===== config.mk =====
export PLATFORM = sky130hd
export DESIGN_NAME = ahb_gpio
export DESIGN_NICKNAME = d
export VERILOG_FILES = /design/src/rtl/ahb_gpio.sv
export SDC_FILE = /design/constraint.sdc
export NUM_CORES = 1
export LEC_CHECK = 0
export BUFFER_PORTS_ARGS = -buffer_cell sky130_fd_sc_hd__buf_2
export CAP_MARGIN = 40
export CORE_UTILIZATION = 35
export DETAILED_ROUTE_END_ITERATION = 7
export GPL_TIMING_DRIVEN = 0
export PLACE_DENSITY = 0.67
export SYNTH_ARGS = -nofsm -noshare
export SYNTH_HDL_FRONTEND = slang
export SYNTH_SLANG_ARGS = --single-unit

===== constraint.sdc =====
create_clock -name HCLK -period 1.7 [get_ports HCLK]
set_input_delay 0 -clock HCLK [delete_from_list [all_inputs] [get_ports HCLK]]
set_output_delay 0 -clock HCLK [all_outputs]
set_load 0.005 [all_outputs]

===== src/rtl/ahb_gpio.sv =====
// AHB-Lite slave for a 16-bit GPIO port with a parity bit: a direction register,
// an output data register with generated parity, and a sampled, parity-checked input.
module ahb_gpio (
    input  logic        HCLK,
    input  logic        HRESETn,
    input  logic        HSEL,
    input  logic [31:0] HADDR,
    input  logic [1:0]  HTRANS,
    input  logic        HWRITE,
    input  logic        HREADY,
    output logic        HREADYOUT,
    input  logic [31:0] HWDATA,
    output logic [31:0] HRDATA,
    input  logic [16:0] GPIOIN,
    output logic [16:0] GPIOOUT,
    output logic        PARITYERR,
    input  logic        PARITYSEL
);

    localparam logic [7:0] ADDR_DATA = 8'h00;
    localparam logic [7:0] ADDR_DIR  = 8'h04;

    logic [7:0]  addr_q;
    logic        write_q;
    logic        valid_q;
    logic [15:0] out_q;
    logic [15:0] in_q;
    logic        dir_q;
    logic        perr_q;
    logic        phase_ok;
    logic        in_err;
    logic        unused_bits;

    assign phase_ok = HSEL & HREADY & HTRANS[1];

    // Total parity of the 17-bit input word differs from the selected mode.
    assign in_err = (^GPIOIN) ^ PARITYSEL;

    assign unused_bits = ^{HADDR[31:8], HTRANS[0], HWDATA[31:16]};

    // NOTE: all state uses non-blocking assignments so every register samples pre-edge values.
    always_ff @(posedge HCLK) begin
        if (!HRESETn) begin
            addr_q  <= 8'h00;
            write_q <= 1'b0;
            valid_q <= 1'b0;
            out_q   <= 16'h0000;
            in_q    <= 16'h0000;
            dir_q   <= 1'b0;
            perr_q  <= 1'b0;
        end else begin
            valid_q <= phase_ok;
            if (phase_ok) begin
                addr_q  <= HADDR[7:0];
                write_q <= HWRITE;
            end

            // Data-phase write; a DATA write only lands while the port drives outputs.
            if (valid_q && write_q) begin
                if (addr_q == ADDR_DIR) begin
                    dir_q <= HWDATA[0];
                end else if ((addr_q == ADDR_DATA) && dir_q) begin
                    out_q <= HWDATA[15:0];
                end
            end

            if (!dir_q) begin
                in_q   <= GPIOIN[15:0];
                perr_q <= in_err;
            end else begin
                perr_q <= 1'b0;
            end
        end
    end

    always_comb begin
        HRDATA = 32'h0000_0000;
        if (valid_q && !write_q) begin
            case (addr_q)
                ADDR_DATA: HRDATA = {16'h0000, in_q};
                ADDR_DIR:  HRDATA = {31'h0, dir_q};
                default:   HRDATA = 32'h0000_0000;
            endcase
        end
    end

    assign HREADYOUT = 1'b1;
    assign GPIOOUT   = {(^out_q) ^ PARITYSEL, out_q};
    // Masked so the flag drops in the same cycle the port turns to output mode.
    assign PARITYERR = perr_q & ~dir_q;

endmodule


==> results of run 1 <==
sequential cells by signal, indices dropped and copies added, names as in the netlist:
register and count:
addr_q 8, dir_q 1, in_q 16, out_q 16, perr_q 1, valid_q 1
write_q 1
logic make-up (layout without fill, tap and decap cells):
kind of cell    count (synthesis)  after routing
mux                            35             35
flops                          44             44
xor+xnor                       29             29
simple gates                   81             81
buf+inv                        26            160
other cells                     2             17
compound gates                  9              9
area by class of cell:
cell class / instances / share of cell area (%)
Multi-Input combinational cell: 171 / 37.8
Sequential cell: 44 / 25.6
Timing Repair Buffer: 126 / 25.1
Buffer: 26 / 5.60
Tap cell: 77 / 2.78
Clock buffer: 6 / 2.09
Clock inverter: 2 / 1.01
layer usage:
layer / GRT usage (%) / share of wire, %
met1: 17.2 / 44
met2: 26.1 / 51
met3: 2.64 / 4.2
met4: 4.66 / 0.66
met5: 0 / 0
worst max-delay path, stage by stage, from the launching register on:
cell     delay (ns)
dfxtp_1        0.34
nor4_4         0.33
nand2_2        0.12
nor3_4         0.19
buf_8          0.16
and2_1         0.13
buf_2          0.11
power by group through the flow:
stage	sequential, uW	clock [uW]	combinational (uW)
after floorplan	1110	0	208
after global placement	1110	0	308
after detailed placement	1110	0	312
after CTS	1090	817	381
after global routing	1090	857	428
final	1090	784	388
what timing repair did:
action / 4_1_cts / 5_1_grt
setup buffers: 2 / 7
hold endpoints to repair: 37 / 0
pin swaps: 4 / 12
hold buffers: 36 / 0
resized for setup: 6 / 20
endpoints found under the setup margin: 17 / 18
worst paths after layout:
| kind | depth (start not counted) | startpoint | slack [ns] | to |
|---|---|---|---|---|
| max | 6 | addr_q[7]$_SDFFE_PN0P_ | 0.03 | HRDATA[10] |
| min | 3 | GPIOIN[10] | -0.003 | in_q[10]$_SDFFE_PN0N_ |
| max reg2reg | 6 | addr_q[7]$_SDFFE_PN0P_ | 0.11 | out_q[8]$_SDFFE_PN0P_ |
| min reg2reg | 2 | addr_q[3]$_SDFFE_PN0P_ | 0.49 | addr_q[3]$_SDFFE_PN0P_ |
layout by cell type (no fill, tap or decap), drive strengths merged, types with 2 or more instances in the layout:
master	n
a21boi	9
and2	16
buf	111
clkbuf	11
conb	17
dfxtp	44
dlygate4sd3	36
mux2i	35
nand2	20
nand4	2
nor2b	36
nor3	2
xnor2	23
xnor3	3
xor2	3
per-stage QoR:
stage | std cells | power (uW) | hold WS (ns) | util, %
finish | 452 | 2260 | -0.00271 | 54.9
global route | 452 | 2380 | 0.0206 | 54.9
CTS | 445 | 2280 | 0.000533 | 52.9
detailed placement | 399 | 1420 | 0.258 | 44.9
global placement | 399 | 1420 | 0.251 | 44.9
floorplan | 241 | 1310 | 0.145 | -
==> insert_results.sql, run 1 <==
INSERT INTO impl_metrics (metric_group, metric, value, unit) VALUES
('pwr', 'p_sw_share', '22.3', '%'),
('sta', 'layout_min_cycle_time', '1.67', 'ns'),
('layout', 'n_diodes', '0', ''),
('layout', 'filler_cell_count', '589', ''),
('sta', 'timing.hold.ws', '-0.00271', 'ns'),
('setup_path', 'worst_setup_path_end_kind', 'primary output', ''),
('sta', 'hold_viol', '1', ''),
('outcome', 'run_status', 'finished, violations left', ''),
('logic_synthesis', 'synth_top_family_by_area', 'simple AND/OR/NAND/NOR gates', ''),
('sta', 'fin_worst_skew', '0.0102', 'ns'),
('global_route', 'grt_pass1_vias', '1664', ''),
('global_route', 'number_of_antenna_violations_at_the_first_check_in_global_routing', '0', ''),
('place', 'preCtsSetupSlack', '-0.0406', 'ns'),
('sta', 'grt_setup_unrepaired', 'yes', ''),
('global_route', 'global_route.overflow_total', '0', ''),
('floorplan', 'die_area', '6840', 'sq um'),
('clock_tree', 'numCtsBuffers', '5', ''),
('global_route', 'globalRouteTotalUtil', '14.5', '%'),
('pwr', 'maximum_ir_drop_on_the_vdd_rail', '0.465', 'mV'),
('logic_synthesis', 'synth_warnings', '0', ''),
('floorplan', 'design.core.area', '6310', 'sq um'),
('floorplan', 'dieWidth', '82.7', 'um'),
('detailed_routing', 'dr_total_vias', '1854', ''),
('pwr', 'cellInternalPower', '1760', 'uW'),
('logic_synthesis', 'synth-main-ff-cell', 'dfxtp_1', ''),
('logic_synthesis', 'synth_xor_xnor_area_share', '13.0', '%'),
('setup_path', 'cp_max_fo', '10', ''),
('pwr', 'total_switching_power', '503', 'uW'),
('layout', 'layout-drive-gt1-share', '36.0', '%'),
('logic_synthesis', 'synth_compound_area_share', '2.96', '%'),
('sta', 'number_of_max_slew_violations_in_the_final_report', '0', ''),
('outcome', 'failed_checks', 'negative hold slack', ''),
('logic_synthesis', 'post_synth_main_area_contributors', 'dfxtp_1 (39%), mux2i_1 (15%), nor2b_1 (9.9%)', ''),
('pwr', 'leakage', '0.00165', 'uW'),
('clock_tree', 'clock_latency_late_sink', '0.29', 'ns'),
('logic_synthesis', 'synthesis.area', '2280', 'sq um'),
('pwr', 'power.combinational.fraction', '17.2', '%'),
('detailed_routing', 'antenna_violating_nets_post_route', '0', ''),
('logic_synthesis', 'synth_edf_count', '0', ''),
('sta', 'setup-tns-final', '0', 'ns'),
('detailed_routing', 'drt-initial-drc-count', '22', ''),
('layout', 'final_cell_area', '3470', 'sq um'),
('place', 'globalplace.congestion', '0.689', ''),
('clock_tree', 'clock_tree.htree_level_count', '2', ''),
('logic_synthesis', 'synth_top_area_share', '38.6', '%'),
('clock_tree', 'cts_buffer_depth', '2', ''),
('floorplan', 'num_io_pins', '140', ''),
('place', 'place.port_buffers', '81', ''),
('sta', 'layout_worst_path_cycle_share', '98.5', '%'),
('sta', 'setup_violations', '0', ''),
('layout', 'layout-area-overhead-vs-synth', '52.0', '%'),
('flow_run', 'cap_violations', '0', ''),
('logic_synthesis', 'synth_simple_gate_area_share', '22.2', '%'),
('logic_synthesis', 'yosysTopAreaCell', 'dfxtp_1', ''),
('pwr', 'clockPowerShare', '34.7', '%'),
('detailed_routing', 'detailedRoute.firstPassIterationCount', '4', ''),
('pwr', 'power.density_cell_area', '652', 'nW/um^2'),
('detailed_routing', 'total_wirelength_of_the_detailed_routed_design', '4990', 'um'),
('logic_synthesis', 'synth-seq-area-share', '38.6', '%'),
('detailed_routing', 'number_of_remaining_drc_errors', '0', ''),
('detailed_routing', 'wire_per_inst', '11.0', 'um'),
('floorplan', 'core.rowCount', '29', ''),
('logic_synthesis', 'netlist-cell-type-count', '24', ''),
('logic_synthesis', 'mapped_cells', '226', ''),
('logic_synthesis', 'asyncSetResetFlopFracSynth', '0', '%'),
('global_route', 'grt_pass1_wl', '7390', 'um'),
('clock_tree', 'clock_tree_from_tritoncts', 'done', ''),
('logic_synthesis', 'ys_top_cells_by_count', 'dfxtp_1 (44), nor2b_1 (36), mux2i_1 (35)', ''),
('place', 'dpl-instance-area', '2840', 'sq um'),
('detailed_routing', 'vias_per_cell', '4.10', ''),
('sta', 'fmaxAchievable', '597', 'MHz');
Note: power is estimated with default switching activity, not from simulation.
==> inputs of run 2 (changes only) <==
SETUP_SLACK_MARGIN = 0.15   (was not set)
==> run 2 against run 1 <==
Effect of this change: the run still ends with negative hold slack left; utilization stayed put; clock skew is 0.0013 ns higher; design area stayed put; non-clock buffer count is 2 lower; power hardly changed; largest cell class unchanged.
==> insert_results.sql, run 2 (synthesis gave the netlist of run 1 again) <==
INSERT INTO impl_metrics (metric_group, metric, value, unit) VALUES
('outcome', 'run_status', 'finished, violations left', ''),
('outcome', 'failed_checks', 'negative hold slack', ''),
('detailed_routing', 'vias_per_cell', '4.11', ''),
('min_path', 'hold_start', 'GPIOIN[10]', ''),
('sta', 'setup_violations', '0', ''),
('detailed_routing', 'dr_total_vias', '1848', ''),
('sta', 'fin_worst_skew', '0.0115', 'ns'),
('layout', 'final_cell_area', '3470', 'sq um'),
('clock_tree', 'clock_tree_from_tritoncts', 'done', ''),
('setup_path', 'r2r_setup_slack', '0.13', 'ns'),
('clock_tree', 'numCtsBuffers', '5', ''),
('pwr', 'totalPowerFinal', '2260', 'uW'),
('setup_path', 'reg2reg_depth', '6', ''),
('clock_tree', 'clkSinkCount', '44', ''),
('setup_path', 'critical_path_arrival', '1.67', 'ns'),
('place', 'post_detail_place_hpwl', '3380', 'um'),
('setup_path', 'cp_max_fo', '10', ''),
('detailed_routing', 'total_wirelength_of_the_detailed_routed_design', '5020', 'um'),
('detailed_routing', 'wire_per_inst', '11.2', 'um'),
('clock_tree', 'clock_tree.htree_level_count', '2', ''),
('setup_path', 'timing.setup.critical_path_class', 'flip-flop to primary output', ''),
('floorplan', 'core.rowCount', '29', ''),
('clock_tree', 'clock_latency_late_sink', '0.29', 'ns'),
('pwr', 'leakage', '0.00164', 'uW'),
('clock_tree', 'clock_tree.root_cell', 'clkbuf_8', ''),
('floorplan', 'dieHeight', '82.7', 'um'),
('setup_path', 'path_depth', '6', ''),
('layout', 'layout-area-overhead-vs-synth', '52.0', '%'),
('layout', 'finish.net_count', '461', ''),
('min_path', 'min_delay_worst_endpoint', 'in_q[10]$_SDFFE_PN0N_', ''),
('global_route', 'number_of_antenna_violations_at_the_first_check_in_global_routing', '0', ''),
('clock_tree', 'cts_buffer_depth', '2', ''),
('layout', 'largestRegisters', 'in_q x16, out_q x16, addr_q x8', ''),
('min_path', 'whs_path_depth', '3', ''),
('sta', 'layout_worst_path_cycle_share', '98.2', '%'),
('layout', 'layout-drive-gt1-share', '36.2', '%'),
('clock_tree', 'clk_pin_slew_worst_paths', '0.09', 'ns'),
('place', 'place.port_buffers', '81', ''),
('place', 'globalplace.congestion', '0.689', ''),
('setup_path', 'worst_setup_path_end_kind', 'primary output', ''),
('floorplan', 'die_area', '6840', 'sq um'),
('floorplan', 'initial_utilization', '36.1', '%'),
('global_route', 'grt_pass1_vias', '1693', ''),
('layout', 'layout_commonest_cell', 'buf_2', ''),
('setup_path', 'reg_to_reg_startpoint', 'addr_q[7]$_SDFFE_PN0P_', ''),
('layout', 'n_diodes', '0', ''),
('floorplan', 'num_io_pins', '140', ''),
('setup_path', 'worst_r2r_dst', 'out_q[8]$_SDFFE_PN0P_', ''),
('global_route', 'global_route.overflow_total', '0', ''),
('setup_path', 'slowest_stage', 'dfxtp_1', ''),
('sta', 'hold_viol', '1', ''),
('floorplan', 'dieWidth', '82.7', 'um'),
('setup_path', 'critical_path.startpoint_type', 'flip-flop', ''),
('min_path', 'min_delay_path_class', 'input port to flip-flop', ''),
('pwr', 'maximum_ir_drop_on_the_vdd_rail', '0.461', 'mV'),
('detailed_routing', 'drt-initial-drc-count', '30', ''),
('setup_path', 'cp_cell_sequence', 'nor4_4, nand2_2, nor3_4, buf_8, and2_1, buf_2', ''),
('setup_path', 'cpPeakStageDelay', '0.34', 'ns'),
('sta', 'timing.hold.ws', '-0.000565', 'ns'),
('sta', 'fmaxAchievable', '599', 'MHz'),
('global_route', 'grt_pass1_wl', '7510', 'um'),
('sta', 'layout_min_cycle_time', '1.67', 'ns'),
('global_route', 'globalRouteTotalUtil', '14.8', '%'),
('detailed_routing', 'number_of_remaining_drc_errors', '0', ''),
('floorplan', 'design.core.area', '6310', 'sq um'),
('pwr', 'power.density_cell_area', '652', 'nW/um^2'),
('detailed_routing', 'detailedRoute.firstPassIterationCount', '4', ''),
('place', 'dpl-instance-area', '2840', 'sq um'),
('global_route', 'maximum_number_of_pins_on_one_net_before_global_route_repair', '14', ''),
('sta', 'number_of_max_slew_violations_in_the_final_report', '0', ''),
('detailed_routing', 'antenna_violating_nets_post_route', '0', ''),
('flow_run', 'cap_violations', '0', ''),
('sta', 'grt_setup_unrepaired', 'yes', ''),
('setup_path', 'timing.critical_path.max_delay_family', 'simple AND/OR/NAND/NOR gates', ''),
('setup_path', 'worstPathRequired', '1.70', 'ns'),
('setup_path', 'cp_num_buf_inv', '2', ''),
('layout', 'final_cell_mix', 'buf_2 (77), dfxtp_1 (38), nor2b_1 (36), dlygate4sd3_1 (36), mux2i_1 (34)', '');
[run 2: worst max path at each step]
stage                           startpoint                endpoint  slack, ns
floorplan           addr_q[4]$_SDFFE_PN0P_  out_q[10]$_SDFFE_PN0P_       0.31
global placement    addr_q[7]$_SDFFE_PN0P_              HRDATA[14]      -0.02
detailed placement  addr_q[4]$_SDFFE_PN0P_              HRDATA[10]      -0.04
CTS                 addr_q[3]$_SDFFE_PN0P_              HRDATA[10]      -0.11
global route        addr_q[6]$_SDFFE_PN0P_               HRDATA[8]      -0.08
finish              addr_q[7]$_SDFFE_PN0P_              HRDATA[10]       0.03
[run 2: area by class of cell]
cell class	instances	area [sq um]
well taps	77	96.3
clock buffers	6	72.6
flip-flops and latches	44	888
repair buffers	124	857
multi-input cells	171	1320
plain buffers	26	194
clock inverters	2	35.0
fillers	594	2850
[run 2: per-layer routing]
layer | vias up | routed length (um) | track usage, %
li1 | 988 | - | -
met1 | 803 | 2190 | 17.5
met2 | 53 | 2590 | 26.4
met3 | 4 | 209 | 2.75
met4 | 0 | 33 | 5.17
met5 | - | 0 | 0
[run 2: worst reg2reg max path, stage by stage, from the launching register on]
cell	delay [ns]
dfxtp_1	0.34
nor4_4	0.33
buf_4	0.19
nand4_4	0.13
buf_12	0.19
mux2i_2	0.20
nor2b_1	0.08
[run 2: stage by stage]
stage / hold slack [ns] / setup WS [ns] / std cells / utilization [%] / TNS [ns]
finish: -0.000565 / 0.0302 / 450 / 54.9 / 0
floorplan: 0.145 / 0.313 / 241 / - / 0
global placement: 0.251 / -0.0250 / 399 / 44.9 / -0.0941
CTS: 0.000533 / -0.112 / 447 / 53.5 / -1.29
detailed placement: 0.258 / -0.0406 / 399 / 44.9 / -0.243
global route: 0.0206 / -0.0783 / 450 / 54.9 / -1.03
[run 2: power by group]
part           internal [uW]  switching, uW  total, uW
combinational            252            137        389
clock                    436            348        784
sequential              1070           19.2       1090
[run 2: timing repair]
item	4_1_cts	5_1_grt
pin swaps	7	12
buffers inserted	4	3
gates resized for setup	12	17
cloned	0	0
hold buffers	36	0
endpoints found under the hold margin	37	0
setup endpoints to repair	20	19
==> inputs of run 3 (changes only) <==
ABC_AREA = 1   (was not set)
PLACE_DENSITY = 0.66   (was 0.67)
SETUP_SLACK_MARGIN = not set   (was 0.15)
==> run 3 against run 2 <==
Effect of this change: the flow now finishes without violations; clock-buffer cell count grew 1; clock skew decreased by 0.0043 ns; via count increased by 39%; global-route usage rose by 2.1 points; clock power is 12% higher; design area rose by 1.0%; setup slack better by 0.094 ns; largest cell class unchanged; largest power group unchanged.
==> insert_results.sql, run 3 <==
INSERT INTO impl_metrics (metric_group, metric, value, unit) VALUES
('floorplan', 'design.core.area', '6830', 'sq um'),
('clock_tree', 'clock_tree.root_cell', 'clkbuf_8', ''),
('global_route', 'maximum_number_of_pins_on_one_net_before_global_route_repair', '14', ''),
('floorplan', 'die_area', '7470', 'sq um'),
('detailed_routing', 'wire_per_inst', '10.7', 'um'),
('sta', 'setup_violations', '0', ''),
('global_route', 'global_route.overflow_total', '0', ''),
('floorplan', 'dieWidth', '86.4', 'um'),
('layout', 'layout_commonest_cell', 'buf_2', ''),
('clock_tree', 'clock_tree.htree_level_count', '2', ''),
('logic_synthesis', 'ys_top_cells_by_count', 'nand2_1 (72), dfxtp_1 (44), nor2_1 (39)', ''),
('floorplan', 'initial_utilization', '36.5', '%'),
('global_route', 'gr-usage-met1', '20.9', '%'),
('global_route', 'grt_pass1_vias', '2219', ''),
('flow_run', 'cap_violations', '0', ''),
('logic_synthesis', 'post_synth_main_area_contributors', 'dfxtp_1 (35%), nand2_1 (11%), nor2_1 (5.9%)', ''),
('layout', 'layout-drive-gt1-share', '28.2', '%'),
('floorplan', 'num_io_pins', '140', ''),
('logic_synthesis', 'synth_xor_xnor_area_share', '6.67', '%'),
('sta', 'layout_min_cycle_time', '1.58', 'ns'),
('layout', 'final_cell_mix', 'buf_2 (83), nand2_1 (72), dfxtp_1 (44), nor2_1 (39)', ''),
('layout', 'final_cell_count_no_fill', '579', ''),
('sta', 'number_of_max_slew_violations_in_the_final_report', '0', ''),
('setup_path', 'reg_to_reg_startpoint', 'valid_q$_SDFF_PN0_', ''),
('layout', 'filler_cell_count', '715', ''),
('clock_tree', 'numCtsBuffers', '5', ''),
('place', 'globalplace.congestion', '0.762', ''),
('detailed_routing', 'dr_total_vias', '2569', ''),
('detailed_routing', 'number_of_remaining_drc_errors', '0', ''),
('place', 'post_detail_place_hpwl', '4580', 'um'),
('clock_tree', 'clock_tree_from_tritoncts', 'done', ''),
('min_path', 'min_delay_worst_endpoint', 'in_q[2]$_SDFFE_PN0N_', ''),
('logic_synthesis', 'synthesis.area', '2490', 'sq um'),
('detailed_routing', 'drt-initial-drc-count', '63', ''),
('global_route', 'globalRouteTotalUtil', '16.9', '%'),
('sta', 'fin_worst_skew', '0.00720', 'ns'),
('global_route', 'grt-busiest-layer', 'met2', ''),
('logic_synthesis', 'synth.avg_cell_area', '7.10', 'sq um'),
('setup_path', 'worst_r2r_dst', 'out_q[4]$_SDFFE_PN0P_', ''),
('pwr', 'maximum_ir_drop_on_the_vdd_rail', '0.270', 'mV'),
('place', 'placed_cells', '543', ''),
('global_route', 'number_of_antenna_violations_at_the_first_check_in_global_routing', '0', ''),
('pwr', 'power.density_cell_area', '690', 'nW/um^2'),
('layout', 'finish.net_count', '571', ''),
('detailed_routing', 'antenna_violating_nets_post_route', '0', ''),
('place', 'preCtsSetupSlack', '0.409', 'ns'),
('logic_synthesis', 'synth_edf_count', '0', ''),
('logic_synthesis', 'synth_compound_area_share', '14.2', '%'),
('setup_path', 'timing.setup.critical_path_class', 'flip-flop to primary output', ''),
('clock_tree', 'clkSinkCount', '44', ''),
('logic_synthesis', 'synth_top_family_by_area', 'simple AND/OR/NAND/NOR gates', ''),
('sta', 'hold_viol', '0', ''),
('logic_synthesis', 'yosys.cell_count.top_type', 'nand2_1', ''),
('sta', 'layout_worst_path_cycle_share', '92.7', '%'),
('detailed_routing', 'vias_per_cell', '4.44', ''),
('global_route', 'grt_util_met3', '4.38', '%'),
('sta', 'fmaxAchievable', '635', 'MHz'),
('detailed_routing', 'total_wirelength_of_the_detailed_routed_design', '6180', 'um'),
('setup_path', 'r2r_setup_slack', '0.39', 'ns'),
('setup_path', 'cp_max_fo', '10', ''),
('min_path', 'whs_path_depth', '3', ''),
('floorplan', 'core.rowCount', '30', ''),
('clock_tree', 'clock_latency_late_sink', '0.30', 'ns'),
('detailed_routing', 'detailedRoute.firstPassIterationCount', '4', ''),
('pwr', 'leakage', '0.00176', 'uW'),
('logic_synthesis', 'netlist-cell-type-count', '26', ''),
('logic_synthesis', 'synth_simple_gate_area_share', '29.5', '%'),
('setup_path', 'worst_setup_path_end_kind', 'primary output', ''),
('logic_synthesis', 'asyncSetResetFlopFracSynth', '0', '%'),
('layout', 'n_diodes', '0', ''),
('setup_path', 'reg2reg_depth', '5', ''),
('logic_synthesis', 'ys_ff_latch', '44', ''),
('clock_tree', 'postCtsSetupRepairBufs', '0', ''),
('layout', 'layout-area-overhead-vs-synth', '40.4', '%'),
('floorplan', 'dieHeight', '86.4', 'um'),
('layout', 'largestRegisters', 'in_q x16, out_q x16, addr_q x8', ''),
('place', 'place.port_buffers', '81', ''),
('setup_path', 'critical_path_arrival', '1.58', 'ns'),
('setup_path', 'critical_path.startpoint_type', 'flip-flop', ''),
('logic_synthesis', 'synth-seq-area-share', '35.3', '%'),
('logic_synthesis', 'synth_top_area_share', '35.3', '%'),
('setup_path', 'worstPathRequired', '1.70', 'ns'),
('clock_tree', 'cts_buffer_depth', '2', ''),
('logic_synthesis', 'post_synth_fa_ha_maj_area_fraction', '0', '%'),
('logic_synthesis', 'yosysTopAreaCell', 'dfxtp_1', ''),
('sta', 'timing.hold.ws', '0.00292', 'ns'),
('sta', 'layout_setup_ws', '0.124', 'ns'),
('logic_synthesis', 'synth-main-ff-cell', 'dfxtp_1', ''),
('logic_synthesis', 'synth.mux.area_fraction', '0', '%'),
('global_route', 'grt_pass1_wl', '9980', 'um'),
('sta', 'setup-tns-final', '0', 'ns'),
('clock_tree', 'clk_pin_slew_worst_paths', '0.09', 'ns'),
('global_route', 'groute.layer.met2.usage', '29.4', '%'),
('min_path', 'hold_start', 'GPIOIN[2]', ''),
('min_path', 'min_delay_path_class', 'input port to flip-flop', ''),
('logic_synthesis', 'mapped_cells', '351', ''),
('logic_synthesis', 'synth_warnings', '0', ''),
('sta', 'grt_setup_unrepaired', 'yes', ''),
('outcome', 'run_status', 'complete, no violations', '');
==> run 3: cell count changes after synthesis, moves of 13 or more <==
cell     previous run  this run
o21ai_0             0        27
a21oi_1             0        19
nand2_1            20        72
nor2_1              0        39
nor2b_1            36         0
and2_1             16         0
nor3b_1             0        13
inv_1               0        28
mux2i_1            35         0
==> run 3: logic make-up after synthesis <==
logic type	count (synthesis)
compound gates	62
xor+xnor	19
buf+inv	69
flops	44
other cells	2
simple gates	155
==> run 3: what timing repair did <==
item,CTS,global route
endpoints found under the hold margin,28,0
endpoints found under the setup margin,0,10
hold buffers,28,0
resized for setup,0,6
==> run 3: how the worst max path moves through the flow <==
stage	startpoint	endpoint	slack, ns
after global routing	addr_q[1]$_SDFFE_PN0P_	HRDATA[12]	0.0005
after global placement	write_q$_SDFFE_PN0P_	HRDATA[14]	0.42
after detailed placement	write_q$_SDFFE_PN0P_	HRDATA[9]	0.41
after CTS	write_q$_SDFFE_PN0P_	HRDATA[9]	0.06
final	addr_q[1]$_SDFFE_PN0P_	HRDATA[10]	0.12
after floorplan	addr_q[6]$_SDFFE_PN0P_	out_q[10]$_SDFFE_PN0P_	0.55
==> run 3: layout make-up <==
class                      instances  area (sq um)  share of cell area, %
buffer                            32           215                   6.15
clock buffer                       7          96.3                   2.75
clock inverter                     1          30.0                  0.857
inverter                          37           139                   3.97
multi-input combinational        253          1340                   38.1
sequential                        44           881                   25.2
tap                               96           120                   3.43
timing repair buffer             109           686                   19.6
==> run 3: critical path, stage by stage (launching register included) <==
cell     delay, ns
dfxtp_1       0.32
inv_2         0.05
nand2_1       0.05
inv_2         0.07
nand3_4       0.08
nor2_8        0.14
inv_2         0.09
buf_6         0.16
nor3b_1       0.17
buf_2         0.14
==> run 3: report_power, final <==
part	total, uW	switching [uW]	internal [uW]	leakage [uW]
clock	875	356	519	0.0000645
sequential	1080	13.8	1070	0.000360
combinational	460	242	218	0.00133
==> run 3: stage by stage <==
stage	util, %	cell area (sq um)	power [uW]
finish	51.3	3500	2420
CTS	51.0	3480	2440
floorplan	-	2550	1380
global route	51.3	3500	2550
global placement	45.0	3080	1500
detailed placement	45.0	3080	1510
==> run 3: routing by layer <==
| layer | routed length [um] | share of wire, % |
|---|---|---|
| met4 | 39 | 0.63 |
| met5 | 0 | 0 |
| met1 | 2830 | 46 |
| met2 | 2940 | 48 |
| met3 | 373 | 6.0 |
